===== src/rtl/msg_receiver.sv =====
// rtl/msg_receiver.sv - asynchronous serial byte receiver with optional even parity
// Oversamples the synchronized line with a programmable divisor and samples mid-bit.
module msg_receiver (
  input  logic       clk,
  input  logic       rst,
  input  logic       serIn,
  input  logic [9:0] div,
  input  logic       parEn,
  output logic [7:0] dataOut,
  output logic       valid,
  output logic       frameErr,
  output logic       parErr,
  output logic       busy
);

  typedef enum logic [2:0] {IDLE, START, DATA, PARITY, STOP} state_t;

  state_t     state, state_nx;
  logic       sync1, line, line_q;
  logic [9:0] cnt, d_lat, d_eff;
  logic       par_lat, perr;
  logic [2:0] idx;
  logic [7:0] shift;
  logic       fall, sample;
  logic       valid_nx, ferr_nx, perr_nx;

  // Divisors below 2 cannot place a mid-bit sample, so they are clamped.
  assign d_eff  = (div < 10'd2) ? 10'd2 : div;
  assign fall   = line_q & ~line;
  assign sample = (cnt == 10'd0);
  assign busy   = (state != IDLE);

  always_ff @(posedge clk or posedge rst) begin
    if (rst) state <= IDLE;
    else     state <= state_nx;
  end

  always_comb begin
    state_nx = state;
    case (state)
      IDLE:   if (fall) state_nx = START;
      START:  if (sample) state_nx = line ? IDLE : DATA;
      DATA:   if (sample && idx == 3'd7) state_nx = par_lat ? PARITY : STOP;
      PARITY: if (sample) state_nx = STOP;
      STOP:   if (sample) state_nx = IDLE;
      default: state_nx = IDLE;
    endcase
  end

  always_comb begin
    valid_nx = 1'b0;
    ferr_nx  = 1'b0;
    perr_nx  = 1'b0;
    if (state == STOP && sample) begin
      if (!line)     ferr_nx  = 1'b1;
      else if (perr) perr_nx  = 1'b1;
      else           valid_nx = 1'b1;
    end
  end

  always_ff @(posedge clk or posedge rst) begin
    if (rst) begin
      sync1    <= 1'b1;
      line     <= 1'b1;
      line_q   <= 1'b1;
      cnt      <= 10'd0;
      d_lat    <= 10'd0;
      par_lat  <= 1'b0;
      perr     <= 1'b0;
      idx      <= 3'd0;
      shift    <= 8'h00;
      dataOut  <= 8'h00;
      valid    <= 1'b0;
      frameErr <= 1'b0;
      parErr   <= 1'b0;
    end else begin
      sync1    <= serIn;
      line     <= sync1;
      line_q   <= line;
      valid    <= valid_nx;
      frameErr <= ferr_nx;
      parErr   <= perr_nx;
      if (state == IDLE) begin
        if (fall) begin
          cnt     <= (d_eff >> 1) - 10'd1;
          d_lat   <= d_eff;
          par_lat <= parEn;
          idx     <= 3'd0;
          perr    <= 1'b0;
        end else begin
          cnt <= 10'd0;
        end
      end else if (sample) begin
        cnt <= d_lat - 10'd1;
      end else begin
        cnt <= cnt - 10'd1;
      end
      if (state == DATA && sample) begin
        shift[idx] <= line;
        idx        <= idx + 3'd1;
      end
      if (state == PARITY && sample) perr <= ^{shift, line};
      if (valid_nx) dataOut <= shift;
    end
  end

endmodule


===== config.mk =====
export PLATFORM = sky130hd
export DESIGN_NAME = msg_receiver
export DESIGN_NICKNAME = d
export VERILOG_FILES = /design/src/rtl/msg_receiver.sv
export SDC_FILE = /design/constraint.sdc
export NUM_CORES = 1
export LEC_CHECK = 0
export ABC_AREA = 0
export CELL_PAD_IN_SITES_DETAIL_PLACEMENT = 1
export CELL_PAD_IN_SITES_GLOBAL_PLACEMENT = 1
export CORE_MARGIN = 2
export CORE_UTILIZATION = 44
export DETAILED_ROUTE_END_ITERATION = 8
export PLACE_DENSITY_LB_ADDON = 0.1
export SYNTH_ARGS = -nofsm -noshare
export SYNTH_HDL_FRONTEND = slang
export SYNTH_SLANG_ARGS = --single-unit

===== constraint.sdc =====
create_clock -name clk -period 4.1 [get_ports clk]
set_input_delay 1.23 -clock clk [delete_from_list [all_inputs] [get_ports clk]]
set_output_delay 1.23 -clock clk [all_outputs]
set_load 0.02 [all_outputs]

# Word level (Yosys, flattened, before mapping)
# Index checks and enable logic that the tools add are counted.
# totals
word_cells	79
ff_bits	50
out_inout_bits	12
# op_classes
mux	29
bitwise_logic	2
reduce_logical	17
n_addsub	4
eq_ne	10
order_cmp	3
# op_table
cell	n
$mux 10	4
$mux 3	9
$sub 10x1->10 const B	2
$pmux 3 s5	1
$mux 1	12
$logic_not 10->1	1
$lt 10x2->1 const B	1
$ne 2x2->1 const B	5
$sub 9x1->10 const B	1
$reduce_xor 9->1	1
$bwmux 8	1
$reduce_bool 2->1	4
$eq 3x2->1 const B	2
$eq 3x3->1 const B	2
$reduce_and 2->1	3
$logic_and 1x1->1	5
$reduce_and 5->1	1
$lt 3x4->1 const B	1
$add 3x1->3 const B	1
$demux 1 s3	1
$eq 3x1->1 const B	1
$ge 3x1->1 const B	1
$logic_not 3->1	1
$reduce_bool 3->1	1
other kinds (3)	3

# Logic depth before layout (Yosys ltp)
# depth
depth_word	5
mapped_depth	11
mapped_depth_nobuf	9

# Least setup slack after synthesis
# No wires, ideal clock.
# synth_path
path_type	input port to flip-flop
startpoint	input div[7]
endpoint	register cnt[4]
setup_ps	127
path_buffers	0
slack_ps	1080
arrival_time_ps	2894
path_stages	9
required_time_ps	3973
cell_sequence	or4_1 nor3_1 a21oi_1 ha_1 nand2b_1 nor2_1 xor2_1 a31oi_1 a21oi_1
# synth_between
elab_chain_len	5
# synth_rtl
element	line_no	rtl
start, declared	7	input logic [9:0] div,
$lt 10x2->1	28	assign d_eff = (div < 10'd2) ? 10'd2 : div;
$mux 10	28	
$sub 9x1->10	85	cnt <= (d_eff >> 1) - 10'd1;
$mux 10	84	if (fall) begin
$mux 10	83	if (state == IDLE) begin
end signal, assigned	85	
end signal, assigned	94	cnt <= d_lat - 10'd1;
end signal, assigned	96	cnt <= cnt - 10'd1;
end, declared	20	logic [9:0] cnt, d_lat, d_eff;
# Every way passes these cells.
# A chain may end at the register's enable or synchronous reset.

# Final worst setup path
# layout_path
startpoint	input div[6]
endpoint	register cnt[4]
# The elaborated chain is that of the path after synthesis.

==> impl_table.tex <==
\begin{tabular}{lr}
\hline
Metric & Value \\
\hline
\multicolumn{2}{l}{\textbf{Run status}} \\
Run status & complete, no violations \\
\multicolumn{2}{l}{\textbf{Critical path}} \\
Arrival time of the worst setup path & $\sim$3.7 ns \\
Reg-to-reg endpoint & cnt[4] \\
Cell depth of the worst flop-to-flop path & 9 \\
Crit path largest cell delay & 0.61 ns \\
Most used cell along the critical path & sky130\_fd\_sc\_hd\_\_a21oi\_1 \\
Required time of the worst setup path & 4.29 ns \\
Setup CP Type & input pin to flip-flop \\
Worst-path cell chain & clkdlybuf4s50\_1 -> or4\_1 -> nor3\_1 -> a21oi\_1 -> ha\_1 -> nand2b\_1 -> nor2\_1 -> xor2\_1 -> a31oi\_1 -> a21oi\_1 \\
Family of cells with the greatest summed delay on the critical path & simple AND/OR/NAND/NOR gates \\
Startpoint class of the critical path & input pin \\
Slack of the worst reg-to-reg path & 1.10 ns \\
Endpoint type of the worst setup path & flip-flop \\
Number of buffer and inverter instances along the worst setup path & 1 \\
Slowest cell on the critical path & sky130\_fd\_sc\_hd\_\_or4\_1 \\
Biggest fanout along the worst timing path & 5 \\
Start of the worst register-to-register path & cnt[8] \\
\multicolumn{2}{l}{\textbf{Floorplanning}} \\
Width of the die & 81.8 µm \\
Top-level port count & 26 \\
Die outline area & 6690 µm² \\
Initial standard-cell utilization of the core & a little under half \\
Height of the chip & about 82 µm \\
Core box area & 5890 µm² \\
Site row count & 28 \\
\multicolumn{2}{l}{\textbf{GRT}} \\
Maximum number of pins on one net before global-route repair & slightly above 50 \\
Total congestion overflow & 0 \\
Global-route usage over all layers & 21.7\% \\
Number of antenna violations at the first check in global routing & 0 \\
Number of global-route vias before repair & 2,190 \\
First-pass GRT wire length & about 11,000 µm \\
\multicolumn{2}{l}{\textbf{Clocking}} \\
Clock Sinks & 50 \\
TritonCTS clock tree & built \\
CTS H-Tree Depth & 2 \\
Clock-pin slew of the registers on the worst-case setup and hold paths & 0.09 ns \\
Hold\_buf cts & 0 \\
Insertion delay of the later-clocked pin in the worst-skew pair & about 0.3 ns \\
Count of instances resized after the clock tree is built & 0 \\
Number of buffers created by CTS & 5 \\
Root buffer cell & sky130\_fd\_sc\_hd\_\_clkbuf\_8 \\
Clock buffer depth & 2 \\
Setup repair bufs after CTS & 0 \\
\multicolumn{2}{l}{\textbf{Run}} \\
Maximum Capacitance Violations & 0 \\
\multicolumn{2}{l}{\textbf{Detailed routing}} \\
Post-DR wirelength/cell & 18.3 µm \\
Detailed-routing iteration count for the pre-antenna-repair pass & 4 \\
Count of routing violations after the opening detailed-route iteration & 75 \\
DRT antenna net count & 0 \\
Average via count per standard cell & 5.74 \\
Post-Route WL & 6710 µm \\
DRC errors left & 0 \\
Vias after detailed routing & 2,102 \\
\multicolumn{2}{l}{\textbf{Timing}} \\
Total setup violations reported at the end of the flow & 0 \\
RSZ-0062 raised after global routing & no \\
Skew final & 0.00478 ns \\
Achievable frequency & $\sim$0.29 GHz \\
Number of slew-limit violations in the final report & 0 \\
Final worst-path cycle share & roughly 84\% \\
Final worst-path setup slack & between 0.6 and 0.7 ns \\
Worst slew margin relative to its limit & a little under a third \\
Total negative slack for setup checks & 0 ns \\
Count of endpoints failing hold in the final timing report & 0 \\
Slew at the pin with the worst max-slew slack & 1.03 ns \\
Clock period minus worst slack & 3.46 ns \\
\multicolumn{2}{l}{\textbf{Synthesis}} \\
Yosys top cell area share & 44.2\% \\
Number of enable-type register cells in the synthesized netlist & 0 \\
Area leader, netlist & sky130\_fd\_sc\_hd\_\_dfrtp\_1 \\
Primary FF master, synth & sky130\_fd\_sc\_hd\_\_dfrtp\_1 \\
Number of unique standard cell types used by synthesis & between 40 and 50 \\
Count of yosys warnings during synthesis & 0 \\
Number of storage elements in the synthesis netlist & 50 \\
Mean instance size in the synthesized netlist & 9.87 µm² \\
Post-synthesis net count & 288 \\
Async set-or-reset flop fraction in the synthesized netlist & 100\% \\
Register area share after synthesis & 47.1\% \\
Combined area of all synthesized cells & $\sim$2700 µm² \\
Top cells by area, synth & sky130\_fd\_sc\_hd\_\_dfrtp\_1 44\%, sky130\_fd\_sc\_hd\_\_mux2\_2 6.3\%, sky130\_fd\_sc\_hd\_\_nand2\_1 4.8\% \\
Number of instances in the synthesized netlist & between 200 and 300 \\
\multicolumn{2}{l}{\textbf{Placement}} \\
Estimated wirelength of the detail-placed design & 4830 µm \\
Post-place setup slack & 0.322 ns \\
Final weighted congestion in routability-driven placement & 0.818 \\
Buffers on Ports & 25 \\
\multicolumn{2}{l}{\textbf{Min path}} \\
WHS Path Cells & 0 \\
Worst-case hold path end point & line \\
Worst min-delay path startpoint & sync1 \\
Worst Hold Class & flip-flop to flip-flop \\
\multicolumn{2}{l}{\textbf{Final layout}} \\
Share of cells above drive strength 1 & $\sim$14\% \\
Area taken by flip-flops and latches & 1250 µm² \\
Final nets & 308 \\
Number of filler instances in the final layout & 655 \\
Area of combinational cells with multiple inputs & 1310 µm² \\
Ant. Diodes & 0 \\
Area growth from synthesis to layout & 16.4\% \\
\multicolumn{2}{l}{\textbf{Power}} \\
Leakage power summed over all cells & 1.31 nW \\
Power per Cell Area & 602 nW/µm² \\
Maximum resistive drop on vdd & 249 µV \\
\hline
\end{tabular}
synth_stat cells, types with 2 or more instances:
master and n:
sky130_fd_sc_hd__a211oi_1 3, sky130_fd_sc_hd__a21oi_1 17, sky130_fd_sc_hd__a22o_1 2, sky130_fd_sc_hd__a311o_1 2, sky130_fd_sc_hd__buf_2 2, sky130_fd_sc_hd__clkbuf_1 10
sky130_fd_sc_hd__dfrtp_1 47, sky130_fd_sc_hd__dfstp_2 3, sky130_fd_sc_hd__ha_1 4, sky130_fd_sc_hd__inv_1 8, sky130_fd_sc_hd__mux2_2 15, sky130_fd_sc_hd__nand2_1 34
sky130_fd_sc_hd__nand2b_1 2, sky130_fd_sc_hd__nand3_1 8, sky130_fd_sc_hd__nand3b_1 3, sky130_fd_sc_hd__nor2_1 19, sky130_fd_sc_hd__nor3_1 14, sky130_fd_sc_hd__nor4_1 5
sky130_fd_sc_hd__nor4b_4 2, sky130_fd_sc_hd__o211ai_1 2, sky130_fd_sc_hd__o21ai_0 9, sky130_fd_sc_hd__o22ai_1 9, sky130_fd_sc_hd__or2_2 3, sky130_fd_sc_hd__or3_1 6
sky130_fd_sc_hd__or4_1 4, sky130_fd_sc_hd__xnor2_1 12, sky130_fd_sc_hd__xor2_1 5
worst max-delay path by stage:
stage	startpoint	endpoint	slack, ns	depth (start not counted)
after global placement	div[6]	cnt[4]	0.43	10
after global routing	div[6]	cnt[4]	0.47	10
after CTS	div[6]	cnt[4]	0.64	10
final	div[6]	cnt[4]	0.64	10
after detailed placement	div[6]	cnt[4]	0.32	10
after floorplan	div[7]	cnt[4]	1.08	9
report_power, final:
part	total [W]	switching (W)	internal [W]
Combinational	0.000650	0.000371	0.000279
Clock	0.000414	0.000170	0.000244
Sequential	0.000801	0.000187	0.000614
Total	0.00187	0.000728	0.00114
layout by cell type, fill, tap and decap left out, types with 4 or more instances in the layout:
master	n
sky130_fd_sc_hd__nand2_1	34
sky130_fd_sc_hd__mux2_2	15
sky130_fd_sc_hd__clkbuf_8	5
sky130_fd_sc_hd__or4_1	4
sky130_fd_sc_hd__xnor2_1	12
sky130_fd_sc_hd__nand3_1	8
sky130_fd_sc_hd__inv_1	7
sky130_fd_sc_hd__xor2_1	5
sky130_fd_sc_hd__o21ai_0	9
sky130_fd_sc_hd__nor4_1	5
sky130_fd_sc_hd__clkdlybuf4s50_1	25
sky130_fd_sc_hd__dfrtp_1	47
sky130_fd_sc_hd__ha_1	4
sky130_fd_sc_hd__or3_1	6
sky130_fd_sc_hd__a21oi_1	17
sky130_fd_sc_hd__nor3_1	14
sky130_fd_sc_hd__nor2_1	19
sky130_fd_sc_hd__o22ai_1	9
final cells by class:
| cell class | count | area share, % |
|---|---|---|
| clock buffers | 5 | 2.22 |
| flip-flops and latches | 50 | 40.5 |
| multi-input cells | 197 | 42.3 |
| repair buffers | 28 | 8.80 |
| well taps | 75 | 3.03 |
| clock inverters | 3 | 2.22 |
| inverters | 8 | 0.969 |
flip-flops by register name (all words and copies together) (netlist names):
name	flops
sync1	1
state	3
idx	3
line_q	1
perr	1
dataOut	8
cnt	10
d_lat	10
par_lat	1
shift	8
frameErr	1
valid	1
line	1
parErr	1
cells by family after synthesis:
kind of cell / Yosys count / share of synthesized area (%)
flops: 50 / 47.1
simple gates: 109 / 22.9
compound gates: 50 / 11.7
fa+ha+maj: 4 / 1.88
xor+xnor: 17 / 5.59
buf+inv: 23 / 3.66
mux: 17 / 7.14
metal layers:
layer,wire length [µm],vias up,GRT usage [%]
met5,0,-,0
met4,130,0,8.00
met3,150,10,3.63
met2,3700,25,40.2
met1,2720,1069,24.9
li1,-,998,-
stage by stage:
step           instances  total power, W  area [µm²]  utilization, %  hold slack (ns)
6_report             366         0.00187        3100            52.7            0.362
5_1_grt              366         0.00198        3100            52.7            0.371
4_1_cts              366         0.00188        3100            52.7            0.362
3_5_place_dp         358         0.00145        2960            50.3            0.348
3_3_place_gp         358         0.00143        2960            50.3            0.345
2_1_floorplan        270         0.00125        2660               -            0.345
(Power assumes the default switching activity.)
